===== src/rtl/frame_sequencer.sv =====
// Frame sequencer: drives the pixel sampler through pixel reset, integration, readout and gap per frame.
// Optional readout watchdog is built when FRAME_SEQ_TIMEOUT_EN is defined.
module frame_sequencer #(
    parameter int PIXEL_NUM_ROW  = 7,
    parameter int PIXEL_NUM_COL  = 16,
    parameter int INTEG_W        = 16,
    parameter int GAP_W          = 8,
    parameter int FRAME_CNT_W    = 8,
    parameter int RST_CYCLES     = 4,
    parameter int TIMEOUT_CYCLES = 1024
) (
    input  logic                   clk,
    input  logic                   reset_n,
    input  logic                   start_req,
    input  logic                   abort,
    input  logic [INTEG_W-1:0]     cfg_integ_cycles,
    input  logic [GAP_W-1:0]       cfg_gap_cycles,
    input  logic [FRAME_CNT_W-1:0] cfg_num_frames,
    input  logic                   cfg_cds,
    input  logic                   cfg_single,
    input  logic [7:0]             cfg_row_addr,
    input  logic [7:0]             cfg_col_addr,
    input  logic                   sampler_start,
    output logic                   smp_enable,
    output logic                   smp_pixel_disable,
    output logic                   smp_cds,
    output logic                   smp_single_en,
    output logic [7:0]             smp_row_addr,
    output logic [7:0]             smp_col_addr,
    output logic                   busy,
    output logic                   frame_done,
    output logic                   seq_done,
    output logic [FRAME_CNT_W-1:0] frame_idx,
    output logic                   err_timeout
);

    // state     | meaning
    // IDLE      | waiting for start_req, sampler controls low
    // PIX_RST   | pixel_disable held for RST_CYCLES
    // INTEGRATE | all controls low for max(integ,1) cycles
    // READOUT   | sampler enabled until its start output falls
    // GAP       | controls low for max(gap,2) cycles, then next frame or done
    localparam logic [2:0] S_IDLE      = 3'd0;
    localparam logic [2:0] S_PIX_RST   = 3'd1;
    localparam logic [2:0] S_INTEGRATE = 3'd2;
    localparam logic [2:0] S_READOUT   = 3'd3;
    localparam logic [2:0] S_GAP       = 3'd4;

    localparam int RST_W = $clog2(RST_CYCLES + 1);
    localparam int CNT_A = (INTEG_W > GAP_W) ? INTEG_W : GAP_W;
    localparam int CNT_W = (CNT_A > RST_W) ? CNT_A : RST_W;
    localparam logic [CNT_W-1:0] RST_LOAD = CNT_W'(RST_CYCLES - 1);

    if (RST_CYCLES < 1 || PIXEL_NUM_ROW < 1 || PIXEL_NUM_COL < 1 || TIMEOUT_CYCLES < 1) begin : g_param_check
        $error("frame_sequencer: invalid parameter value");
    end

    logic [2:0]             state, state_nxt;
    logic [CNT_W-1:0]       cnt, cnt_nxt;
    logic [CNT_W-1:0]       integ_load, gap_load;
    logic [INTEG_W-1:0]     integ_lat;
    logic [GAP_W-1:0]       gap_lat;
    logic [FRAME_CNT_W-1:0] nframes_lat;
    logic                   cds_lat, single_lat;
    logic [7:0]             row_lat, col_lat;
    logic                   ss_meta, ss_sync, seen_high;
    logic                   cnt_zero, last_frame, readout_end, tmo_hit;
    logic                   start_ok, frame_end, seq_end, frame_adv, active;

    always_ff @(posedge clk or negedge reset_n) begin
        if (!reset_n) begin
            ss_meta <= 1'b0;
            ss_sync <= 1'b0;
        end else begin
            ss_meta <= sampler_start;
            ss_sync <= ss_meta;
        end
    end

    always_comb begin
        integ_load = (integ_lat == '0) ? '0 : CNT_W'(integ_lat) - CNT_W'(1);
        // Gap floor of 2 lets the sampler's enable synchronizer clear its done flag.
        gap_load   = (gap_lat < GAP_W'(2)) ? CNT_W'(1) : CNT_W'(gap_lat) - CNT_W'(1);
        cnt_zero   = (cnt == '0);
        last_frame = (nframes_lat != '0) && (frame_idx == nframes_lat - FRAME_CNT_W'(1));
        readout_end = seen_high && !ss_sync;
        start_ok   = (state == S_IDLE) && start_req && !abort;
        frame_end  = (state == S_READOUT) && readout_end && !abort;
        seq_end    = (state == S_GAP) && cnt_zero && last_frame && !abort;
        frame_adv  = (state == S_GAP) && cnt_zero && !last_frame && !abort;
        active     = (state != S_IDLE) && !abort;
    end

    always_comb begin
        state_nxt = state;
        cnt_nxt   = cnt;
        case (state)
            S_IDLE: begin
                if (start_req) begin
                    state_nxt = S_PIX_RST;
                    cnt_nxt   = RST_LOAD;
                end
            end
            S_PIX_RST: begin
                if (cnt_zero) begin
                    state_nxt = S_INTEGRATE;
                    cnt_nxt   = integ_load;
                end else begin
                    cnt_nxt = cnt - CNT_W'(1);
                end
            end
            S_INTEGRATE: begin
                if (cnt_zero) begin
                    state_nxt = S_READOUT;
                end else begin
                    cnt_nxt = cnt - CNT_W'(1);
                end
            end
            S_READOUT: begin
                if (readout_end) begin
                    state_nxt = S_GAP;
                    cnt_nxt   = gap_load;
                end else if (tmo_hit) begin
                    state_nxt = S_IDLE;
                end
            end
            S_GAP: begin
                if (cnt_zero) begin
                    state_nxt = last_frame ? S_IDLE : S_PIX_RST;
                    cnt_nxt   = RST_LOAD;
                end else begin
                    cnt_nxt = cnt - CNT_W'(1);
                end
            end
            default: state_nxt = S_IDLE;
        endcase
        if (abort) state_nxt = S_IDLE;
    end

    always_ff @(posedge clk or negedge reset_n) begin
        if (!reset_n) begin
            state             <= S_IDLE;
            cnt               <= '0;
            seen_high         <= 1'b0;
            frame_idx         <= '0;
            integ_lat         <= '0;
            gap_lat           <= '0;
            nframes_lat       <= '0;
            cds_lat           <= 1'b0;
            single_lat        <= 1'b0;
            row_lat           <= '0;
            col_lat           <= '0;
            smp_enable        <= 1'b0;
            smp_pixel_disable <= 1'b0;
            smp_cds           <= 1'b0;
            smp_single_en     <= 1'b0;
            smp_row_addr      <= '0;
            smp_col_addr      <= '0;
            busy              <= 1'b0;
            frame_done        <= 1'b0;
            seq_done          <= 1'b0;
        end else begin
            state <= state_nxt;
            cnt   <= cnt_nxt;

            if (start_ok) begin
                integ_lat   <= cfg_integ_cycles;
                gap_lat     <= cfg_gap_cycles;
                nframes_lat <= cfg_num_frames;
                cds_lat     <= cfg_cds;
                single_lat  <= cfg_single;
                row_lat     <= cfg_row_addr;
                col_lat     <= cfg_col_addr;
                frame_idx   <= '0;
            end else if (frame_adv) begin
                frame_idx <= frame_idx + FRAME_CNT_W'(1);
            end

            if (state != S_READOUT) begin
                seen_high <= 1'b0;
            end else if (ss_sync) begin
                seen_high <= 1'b1;
            end

            // Outputs follow the current state, so they lag a transition by one cycle.
            smp_enable        <= (state == S_READOUT) && !abort;
            smp_pixel_disable <= (state == S_PIX_RST) && !abort;
            busy              <= active;
            smp_cds           <= active && cds_lat;
            smp_single_en     <= active && single_lat;
            smp_row_addr      <= active ? row_lat : '0;
            smp_col_addr      <= active ? col_lat : '0;
            frame_done        <= frame_end;
            seq_done          <= seq_end;
        end
    end

`ifdef FRAME_SEQ_TIMEOUT_EN
    localparam int TMO_W = $clog2(TIMEOUT_CYCLES + 1);

    logic [TMO_W-1:0] tmo_cnt;
    logic             err_q;

    assign tmo_hit     = (state == S_READOUT) && (tmo_cnt == TMO_W'(TIMEOUT_CYCLES - 1));
    assign err_timeout = err_q;

    always_ff @(posedge clk or negedge reset_n) begin
        if (!reset_n) begin
            tmo_cnt <= '0;
            err_q   <= 1'b0;
        end else begin
            if (state == S_READOUT) begin
                tmo_cnt <= tmo_cnt + TMO_W'(1);
            end else begin
                tmo_cnt <= '0;
            end
            if (start_ok) begin
                err_q <= 1'b0;
            end else if (tmo_hit && !readout_end && !abort) begin
                err_q <= 1'b1;
            end
        end
    end
`else
    assign tmo_hit     = 1'b0;
    assign err_timeout = 1'b0;
`endif

endmodule


===== config.mk =====
export PLATFORM = sky130hd
export DESIGN_NAME = frame_sequencer
export DESIGN_NICKNAME = d
export VERILOG_FILES = /design/src/rtl/frame_sequencer.sv
export SDC_FILE = /design/constraint.sdc
export NUM_CORES = 1
export LEC_CHECK = 0
export CELL_PAD_IN_SITES_DETAIL_PLACEMENT = 0
export CELL_PAD_IN_SITES_GLOBAL_PLACEMENT = 1
export CORE_ASPECT_RATIO = 0.9
export CORE_UTILIZATION = 42
export CTS_CLUSTER_DIAMETER = 30
export DETAILED_ROUTE_END_ITERATION = 12
export GPL_TIMING_DRIVEN = 0
export PLACE_DENSITY_LB_ADDON = 0.15
export SLEW_MARGIN = 20
export SYNTH_ARGS = -nofsm -noshare
export SYNTH_HDL_FRONTEND = slang
export SYNTH_SLANG_ARGS = --single-unit

===== constraint.sdc =====
create_clock -name clk -period 3.1 [get_ports clk]
set_clock_uncertainty 0.1 [all_clocks]
set_input_delay 0.31 -clock clk [delete_from_list [all_inputs] [get_ports clk]]
set_output_delay 0.31 -clock clk [all_outputs]
set_load 0.02 [all_outputs]

==> results.md <==
* Status: complete, no violations
* CTS tree: yes
* RSZ-0062 raised after global routing: no
* Routed WL at 12,570 um
* Detailed placement HPWL at 9426 um
* Total iterations of the first detailed-routing run at 5
* Pins Over Slew Limit at 0
* Total power at 0.003545 W
* Final setup fails at 0
* Die Ht at 108.9 um
* R2R Path Start: cnt[6]$_DFFE_PN0P_
* Crit path max fanout at 8
* Unique masters post-synth at 59
* Total global-route track usage at 20.46%
* Leakage at 2.817 nW
* Reg clk slew, reported paths at 0.07 ns
* CP Data Required Time at 3.21 ns
* Max-Cap Viols at 0
* Rows at 38
* Starting DRC count in detailed routing at 202
* Hold Vio Cnt, Final at 0
* R2R Path End: cnt[3]$_DFFE_PN0P_
* Number of flops mapped to enable cells by yosys at 0
* I/O Pins at 87
* Top FF cell, synth: dfrtp_1
* Worst relative slew slack at 35.58%
* Post-synthesis cell count at 515
* Sequential share of the synthesized area at 48.36%
* YS warnings at 0
* CTS buffer count at 9
* Initial Util at 43.62%
* Critical Path End Type: register
* Power per cell area at 529.0 nW/um^2
* Critical Path Source Type: register
* VDD IR-drop max at 0.4640 mV
* Hold depth at 0
* ANT cells at 0
* Most used cell along the critical path: or4_4
* Min-delay src: ss_meta$_DFF_PN0_
* Setup Slack @ Placement at 0.1890 ns
* Pin count of the biggest net entering global routing at 71
* Die ar. at 13,150 um^2
* Worst-Margin Slew at 0.9562 ns
* Filler cell count at 1,064
* Post-CTS Hold Fix Bufs at 1
* Area grow syn2layout at 25.73%
* Die W at 120.7 um
* CP max-delay cell: or4_4
* Post-CTS Setup Repair Bufs at 0
* Gr ovfl total at 0
* Root Buffer: clkbuf_16
* Antenna violations before repair at 0
* Routed WL per cell at 16.16 um
* Worst skew pair latency at 0.35 ns
* Async set-reset flop share out of synthesis at 100.0%
* Crit-path max cell delay at 0.60 ns
* # resized after CTS at 0
* Core area at 12,220 um^2
* DRC violations left at 0
* Clk sinks at 103
* CP Class: reg -> reg
* Area of the mapped netlist at 5330 um^2
* Final WS setup at 0.1404 ns
* DR vias at 4,163
* Mapped Nets at 577
* First-pass GRT wire length at 20,280 um
* FF+latch count, synth at 103
* Placer Congestion at 0.8392
* Final period util at 95.47%
* Vias in the first global route at 3,997
* R2r setup slk at 0.14 ns
* Final ANT Viol Nets at 0
* Time the worst path needs with I/O delays and setup at 2.960 ns
* Highest clock rate at 0.3379 GHz
* Nets at 675
* Reg2reg path depth at 7
* Mean area per synthesized cell at 10.35 um^2
* Worst-path cell chain: or4_4 -> or4_4 -> buf_6 -> o21ai_1 -> nor2_1 -> o21ai_0 -> o221ai_1
* Via-per-instance ratio at 5.351
* Data arrival, critical path at 3.07 ns
* Hold crit path type: reg -> reg
* Hold Path End: ss_sync$_DFF_PN0_
* Port bufs at 85
* H-Tree Depth at 3
* Clk buf depth at 2
* Layout cells sized above 1 at 13.92%
stage by stage:
stage,area [um^2],util (%),hold WS [ns],cells,TNS [ns]
CTS,6701,54.84,0.2773,778,0
global route,6701,54.84,0.2853,778,0
floorplan,5330,-,-0.08559,515,0
finish,6701,54.84,0.2691,778,0
global placement,6381,52.22,0.2455,760,-242.34
detailed placement,6410,52.46,0.1226,761,0
worst max-delay path: cells and delay by family (launching register included):
kind                   cells  cell delay (ns)
AND/OR/NAND/NOR            3             1.21
AO/OA/AOI/OAI              3             0.93
flip-flops                 1             0.43
buffers and inverters      1             0.15
final cells by class:
type,count,area [um^2],area share [%]
multi-input cells,376,2590,38.65
flip-flops and latches,103,2577,38.46
repair buffers,87,889.6,13.27
clock buffers,11,242.7,3.622
well taps,160,200.2,2.987
plain buffers,22,110.1,1.643
inverters,14,52.55,0.7842
clock inverters,5,38.79,0.5788
layout by cell type (no fill, tap or decap), drive strengths merged, types with 9 or more instances in the layout:
| master | count |
|---|---|
| clkbuf | 21 |
| mux2i | 9 |
| nand3 | 9 |
| xor2 | 14 |
| clkdlybuf4s50 | 84 |
| nand2 | 41 |
| buf | 14 |
| a21oi | 19 |
| mux2 | 50 |
| nor3 | 20 |
| dfrtp | 103 |
| o21ai | 27 |
| and2 | 19 |
| xnor2 | 17 |
| nand2b | 13 |
| nor2 | 43 |
| inv | 17 |
synthesized netlist by cell type, types with 3 or more instances:
cell	instances	area, um^2
a21oi_1	19	95.09
mux2_2	50	563.0
and2_1	19	118.9
nor2_1	42	157.7
a31oi_1	5	31.28
nand2_1	41	153.9
nor3_1	20	100.1
nand2b_1	13	81.33
dfrtp_1	103	2577
buf_1	5	18.77
or2_2	3	18.77
xor2_1	14	122.6
nor3b_1	6	45.04
o21ai_1	3	15.01
mux2i_1	9	90.09
ha_1	7	87.58
or4_1	6	45.04
o21ai_0	24	120.1
buf_4	5	37.54
nor4b_1	3	26.28
nand3_1	9	45.04
inv_1	14	52.55
or3_1	6	37.54
xnor2_1	17	148.9
o31ai_1	3	22.52
a211oi_1	4	30.03
a21o_1	6	45.04
nor2b_1	3	18.77
clkbuf_1	10	37.54
nor4_1	8	50.05
a221oi_1	4	35.03
report_power, final:
part / total [W] / internal, W / switching (W)
Clock: 0.00109 / 0.000574 / 0.000515
Sequential: 0.00168 / 0.00152 / 0.000159
Combinational: 0.000778 / 0.000402 / 0.000376
Total: 0.00355 / 0.00250 / 0.00105
cell families (layout without fill, tap and decap cells):
group / count (synthesis) / after routing / synth area share, %
other: 1 / 1 / 0.07035
DFF: 103 / 103 / 48.36
buffers and inverters: 36 / 139 / 3.052
AOI/OAI and AO/OA: 90 / 90 / 11.31
xor gates and xnor gates: 31 / 31 / 5.094
and+or+nand+nor: 188 / 188 / 18.22
muxes: 59 / 59 / 12.25
adders and majority gates: 7 / 7 / 1.643
sequential cells by signal, indices dropped and copies added (netlist names), 3 cells and up:
| register | count |
|---|---|
| nframes_lat | 8 |
| cnt | 16 |
| integ_lat | 16 |
| frame_idx | 8 |
| col_lat | 8 |
| gap_lat | 8 |
| row_lat | 8 |
| state | 3 |
| smp_col_addr | 8 |
| smp_row_addr | 8 |
layer usage:
| layer | vias to the layer above | GRT usage, % | wire length (um) |
|---|---|---|---|
| met5 | - | 0 | 0 |
| met2 | 127 | 30.71 | 5519 |
| met1 | 1987 | 27.12 | 5858 |
| met4 | 0 | 8.201 | 252 |
| met3 | 19 | 7.061 | 943 |
| li1 | 2030 | - | - |
how the worst max path moves through the flow:
stage / start / to / slack [ns] / cells past startpoint
after global routing: cnt[6]$_DFFE_PN0P_ / cnt[3]$_DFFE_PN0P_ / 0.07 / 6
after floorplan: cnt[6]$_DFFE_PN0P_ / cnt[6]$_DFFE_PN0P_ / 0.58 / 7
after CTS: cnt[6]$_DFFE_PN0P_ / cnt[3]$_DFFE_PN0P_ / 0.20 / 7
after detailed placement: cnt[6]$_DFFE_PN0P_ / cnt[3]$_DFFE_PN0P_ / 0.19 / 7
final: cnt[6]$_DFFE_PN0P_ / cnt[3]$_DFFE_PN0P_ / 0.14 / 7
after global placement: reset_n / row_lat[4]$_DFFE_PN0P_ / -2.36 / 1
No activity file was read; power rests on OpenSTA's default activity.
